===== src/rtl/alu_seq.sv =====
// alu_seq: registered ALU with start/done handshake, status flags and iterative shift-add multiply
//   clk    - system clock, rising edge
//   rst    - asynchronous active-low reset
//   start  - operation request, accepted only while busy=0
//   sl     - opcode: 000 ADD, 001 SUB, 010 AND, 011 NOT, 100 OR, 101 XOR, 110 MUL, 111 illegal
//   Ain    - operand A, sampled at acceptance
//   Bin    - operand B, sampled at acceptance
//   busy   - multiply in progress
//   done   - one-cycle completion pulse
//   AluOut - registered result
//   zero   - AluOut == 0
//   carry  - carry / borrow / multiply high half nonzero
//   ovf    - signed overflow (multiply: high half nonzero)
//   ill    - illegal opcode
module alu_seq #(
    parameter int WIDTH = 5
) (
    input  logic             clk,
    input  logic             rst,
    input  logic             start,
    input  logic [2:0]       sl,
    input  logic [WIDTH-1:0] Ain,
    input  logic [WIDTH-1:0] Bin,
    output logic             busy,
    output logic             done,
    output logic [WIDTH-1:0] AluOut,
    output logic             zero,
    output logic             carry,
    output logic             ovf,
    output logic             ill
);
    localparam int CW = $clog2(WIDTH + 1);
    localparam logic [0:0] S_IDLE = 1'b0;
    localparam logic [0:0] S_MUL  = 1'b1;

    logic [0:0]         r_state;
    logic               r_done, r_zero, r_carry, r_ovf, r_ill;
    logic [WIDTH-1:0]   r_out;
    logic [2*WIDTH-1:0] r_mcand, r_acc;
    logic [WIDTH-1:0]   r_mplier;
    logic [CW-1:0]      r_cnt;

    logic [WIDTH:0]     w_sum, w_dif;
    logic [WIDTH-1:0]   w_res;
    logic               w_c, w_v, w_hi;
    logic [2*WIDTH-1:0] w_acc_nxt;

    always_comb begin
        w_sum = {1'b0, Ain} + {1'b0, Bin};
        w_dif = {1'b0, Ain} - {1'b0, Bin};
        w_res = sl == 3'b000 ? w_sum[WIDTH-1:0] :
                sl == 3'b001 ? w_dif[WIDTH-1:0] :
                sl == 3'b010 ? Ain & Bin :
                sl == 3'b011 ? ~Bin :
                sl == 3'b100 ? Ain | Bin :
                sl == 3'b101 ? Ain ^ Bin : '0;
        // top bit of the widened difference is the unsigned borrow
        w_c   = sl == 3'b000 ? w_sum[WIDTH] :
                sl == 3'b001 ? w_dif[WIDTH] : 1'b0;
        w_v   = sl == 3'b000 ? (Ain[WIDTH-1] == Bin[WIDTH-1]) && (w_sum[WIDTH-1] != Ain[WIDTH-1]) :
                sl == 3'b001 ? (Ain[WIDTH-1] != Bin[WIDTH-1]) && (w_dif[WIDTH-1] != Ain[WIDTH-1]) : 1'b0;
        // multiplicand is pre-shifted each step, so it always sits at the current bit position
        w_acc_nxt = r_acc + (r_mplier[0] ? r_mcand : '0);
        w_hi      = |w_acc_nxt[2*WIDTH-1:WIDTH];
    end

    always_ff @(posedge clk or negedge rst) begin
        if (!rst) begin
            r_state  <= S_IDLE;
            r_done   <= 1'b0;
            r_out    <= '0;
            r_zero   <= 1'b0;
            r_carry  <= 1'b0;
            r_ovf    <= 1'b0;
            r_ill    <= 1'b0;
            r_mcand  <= '0;
            r_mplier <= '0;
            r_acc    <= '0;
            r_cnt    <= '0;
        end else begin
            r_done <= 1'b0;
            if (r_state == S_IDLE) begin
                if (start && sl == 3'b110) begin
                    r_mcand  <= {{WIDTH{1'b0}}, Ain};
                    r_mplier <= Bin;
                    r_acc    <= '0;
                    r_cnt    <= CW'(WIDTH);
                    r_state  <= S_MUL;
                end else if (start) begin
                    r_out   <= w_res;
                    r_zero  <= w_res == '0;
                    r_carry <= w_c;
                    r_ovf   <= w_v;
                    r_ill   <= sl == 3'b111;
                    r_done  <= 1'b1;
                end
            end else begin
                r_acc    <= w_acc_nxt;
                r_mcand  <= r_mcand << 1;
                r_mplier <= r_mplier >> 1;
                r_cnt    <= r_cnt - CW'(1);
                if (r_cnt == CW'(1)) begin
                    r_out   <= w_acc_nxt[WIDTH-1:0];
                    r_zero  <= w_acc_nxt[WIDTH-1:0] == '0;
                    r_carry <= w_hi;
                    r_ovf   <= w_hi;
                    r_ill   <= 1'b0;
                    r_done  <= 1'b1;
                    r_state <= S_IDLE;
                end
            end
        end
    end

    assign busy   = r_state == S_MUL;
    assign done   = r_done;
    assign AluOut = r_out;
    assign zero   = r_zero;
    assign carry  = r_carry;
    assign ovf    = r_ovf;
    assign ill    = r_ill;
endmodule

===== config.mk =====
export PLATFORM = sky130hd
export DESIGN_NAME = alu_seq
export DESIGN_NICKNAME = d
export VERILOG_FILES = /design/src/rtl/alu_seq.sv
export SDC_FILE = /design/constraint.sdc
export NUM_CORES = 1
export LEC_CHECK = 0
export ABC_AREA = 1
export CAP_MARGIN = 20
export CORE_MARGIN = 1.5
export CORE_UTILIZATION = 25
export CTS_BUF_LIST = sky130_fd_sc_hd__clkbuf_8
export CTS_CLUSTER_SIZE = 16
export DETAILED_ROUTE_END_ITERATION = 7
export HOLD_SLACK_MARGIN = 0.15
export PLACE_DENSITY = 0.44
export SLEW_MARGIN = 20
export SYNTH_ARGS = -nofsm -noshare
export SYNTH_HDL_FRONTEND = slang
export SYNTH_SLANG_ARGS = --single-unit
export TNS_END_PERCENT = 5

===== constraint.sdc =====
create_clock -name clk -period 4.33 [get_ports clk]
set_input_delay 0.433 -clock clk [delete_from_list [all_inputs] [get_ports clk]]
set_output_delay 0.433 -clock clk [all_outputs]
set_load 0.03 [all_outputs]

==> results.sh <==
export IMPL_synth_distinct_cells=33
export IMPL_num_vias=2727
export IMPL_max_slew_margin=0.397
export IMPL_core_area_um2=11600
export IMPL_crit_path_max_incr_delay_ns=0.58
export IMPL_drc_errors=3
export IMPL_clock_latency_ns=0.28
export IMPL_yosys_top_cells_area="dfrtp_1, nand2_1, ha_1, inv_1, nand3_1"
export IMPL_yosysMostFrequentCell="nand2_1"
export IMPL_grt_pass1_vias=2751
export IMPL_crit_type="reg2reg"
export IMPL_antenna_found_initial=0
export IMPL_viasPerCell=4.61
export IMPL_path_buf_inv=4
export IMPL_wl_per_cell_um=14.2
export IMPL_irDropWorstVdd_mv=0.152
export IMPL_hold_buffers=0
export IMPL_crit_arrival_ns=2.75
export IMPL_finalHoldViolCount=0
export IMPL_path_cells="nand2_1 > inv_1 > ha_1 > inv_1 > fa_1 > inv_1 > nand3_1 > nand2_1 > nand2_1 > nand3_1 > nand2_1 > nor2_1 > nand2_1 > nand2_1 > nand3_1 > nand2_1 > inv_1"
export IMPL_r2r_cells=17
export IMPL_ys_warn_count=0
export IMPL_swShare=0.484
export IMPL_p_comb_frac=0.594
export IMPL_p_int_w=0.00118
export IMPL_rsz0062_at_grt="no"
export IMPL_p_sw_w=0.00110
export IMPL_cp_top_family="simple AND/OR/NAND/NOR gates"
export IMPL_async_reset_ff_frac=1.00
export IMPL_maxSlewViolCount=0
export IMPL_finalCriticalPeriod_ns=2.57
export IMPL_synthCells=427
export IMPL_cts_resized=0
export IMPL_grt_overflow_total=0
export IMPL_cts_max_level=2
export IMPL_yosysSeqAreaShare=0.325
export IMPL_yosys_top_cells_count="nand2_1, inv_1, nor2_1"
export IMPL_fmax_mhz=390
export IMPL_dp_hpwl_mm=6.47
export IMPL_skew_ns=0.00725
export IMPL_p_clk_frac=0.110
export IMPL_leakagePower_nw=1.81
export IMPL_timing_critical_path_from_type="flop"
export IMPL_status="finished with violations"
export IMPL_fill_cells=1283
export IMPL_clk_path_buf_depth=2
export IMPL_syn_nets=472
export IMPL_numCtsBuffers=5
export IMPL_finalNetCount=493
export IMPL_first_iter_violations=154
export IMPL_endpoint_kind="flop"
export IMPL_setup_violations_final=0
export IMPL_die_area_um2=12700
export IMPL_power_w=0.00228
export IMPL_ant_nets=0
export IMPL_clk_pin_slew_ns=0.08
export IMPL_n_antenna_cell=0
export IMPL_grt_usage=0.140
export IMPL_tightest_slew_ns=0.904
export IMPL_die_w_um=113
export IMPL_syn_area_per_cell_um2=7.03
export IMPL_crit_required_ns=4.51
export IMPL_cts_tree="done"
export IMPL_violations="design-rule violations"
export IMPL_area_growth_syn_to_layout_pct=15.3
export IMPL_numPortBuffers=26
export IMPL_crit_top_cell="nand2_1"
export IMPL_maxCapViolations=0
export IMPL_ys_seq_elements=39
export IMPL_min_path_type="in2async"
export IMPL_synth_main_ff_cell="dfrtp_1"
export IMPL_die_h_um=113
export IMPL_synth_top_cell_area_share=0.325
export IMPL_pwr_share_seq=0.295
export IMPL_pin_count=27
export IMPL_drt_total_wl_mm=8.38
export IMPL_worstSetupPathDepth=17
export IMPL_path_max_fanout=11
export IMPL_firstDrtPassIters=7
export IMPL_slowest_stage="dfrtp_1"
export IMPL_start_util=0.259
export IMPL_clock_sinks=39
export IMPL_p_per_area_nw_per_um2=659
export IMPL_synth_largest_area_cell="dfrtp_1"
export IMPL_grt_pass1_wl_mm=14.2
export IMPL_min_period_over_period=0.592
export IMPL_cts_setup_buffers=0
export IMPL_synth_edf_count=0
export IMPL_globalplace_congestion=0.904
export IMPL_fin_tns_setup_ns=0
export IMPL_clockRootBuffer="clkbuf_8"
export IMPL_syn_area_um2=3000
export IMPL_grt_max_degree=40
export IMPL_num_rows=39
export IMPL_drive_gt1_frac=0.0536
## path summary, 6_finish.rpt
path	from	end	slack [ns]
worst max-delay path	r_mplier[0]$_DFFE_PN0P_	carry$_DFFE_PN0P_	1.76
worst min-delay path	rst	r_acc[7]$_DFFE_PN0P_	0.26
worst max register to register	r_mplier[0]$_DFFE_PN0P_	carry$_DFFE_PN0P_	1.76
worst min register to register	ill$_DFFE_PN0P_	ill$_DFFE_PN0P_	0.49
max in group asynchronous	rst	AluOut[1]$_DFFE_PN0P_	3.49
min in group clk	ill$_DFFE_PN0P_	ill$_DFFE_PN0P_	0.49
## through the flow
step | instance area (um^2) | hold WS (ns) | setup slack [ns] | instances | utilization
2_1_floorplan | 3000 | 0.137 | 2.14 | 427 | -
3_3_place_gp | 3370 | 0.470 | 1.47 | 584 | 0.291
3_5_place_dp | 3370 | 0.480 | 1.54 | 584 | 0.291
4_1_cts | 3460 | 0.311 | 1.69 | 591 | 0.299
5_1_grt | 3460 | 0.358 | 1.44 | 591 | 0.299
6_report | 3460 | 0.261 | 1.76 | 591 | 0.299
## registers in the layout (all words and copies together), names as in the netlist
name	count
r_mplier	5
ill	1
r_cnt	3
busy	1
ovf	1
AluOut	5
r_acc	10
r_mcand	10
carry	1
zero	1
done	1
## cell usage in the layout (no fill, tap or decap), drive strengths merged
master,netlist,routed
nand4,11,11
fa,3,3
o21ai,12,12
dfrtp,39,39
inv,72,72
o21bai,1,1
a31oi,4,4
a21oi,14,14
ha,26,26
nand3b,3,3
or2,4,4
clkbuf,4,6
xnor2,4,4
nand3,41,41
nor2,46,46
o41ai,1,1
xor2,3,3
nor3,3,3
buf,9,2
a22oi,1,1
clkdlybuf4s50,0,25
a22o,4,4
clkinv,1,2
nand2,108,108
o22ai,13,13
## metal layers
metal	up-vias	global-route usage	wire, um
li1	1406	-	-
met5	-	0	0
met1	1255	0.204	4220
met4	0	0.0481	170
met2	54	0.217	3670
met3	12	0.0140	321
## area by class of cell
class                      instances  area [um^2]  share of cell area
sequential                        39          976               0.282
clock buffer                       6         82.6              0.0239
timing repair buffer              27          263              0.0760
multi-input combinational        302         1680               0.486
inverter                          73          274              0.0792
tap                              143          179              0.0517
clock inverter                     1         5.00             0.00145
## kinds of logic (layout without fill, tap and decap cells)
family          after synthesis  count (layout)  synth area share
flops                        39              39             0.325
buf+inv                      86             107             0.115
xor+xnor                      7               7            0.0204
simple gates                216             216             0.312
fa+ha+maj                    29              29             0.128
compound gates               50              50            0.0984
## power groups by stage
stage | registers, W | clock network [W] | logic (W)
floorplan | 0.000710 | 0 | 0.000954
global placement | 0.000681 | 0 | 0.00137
detailed placement | 0.000685 | 0 | 0.00137
CTS | 0.000678 | 0.000264 | 0.00138
global route | 0.000701 | 0.000279 | 0.00157
finish | 0.000673 | 0.000251 | 0.00135
(Power assumes the default switching activity.)
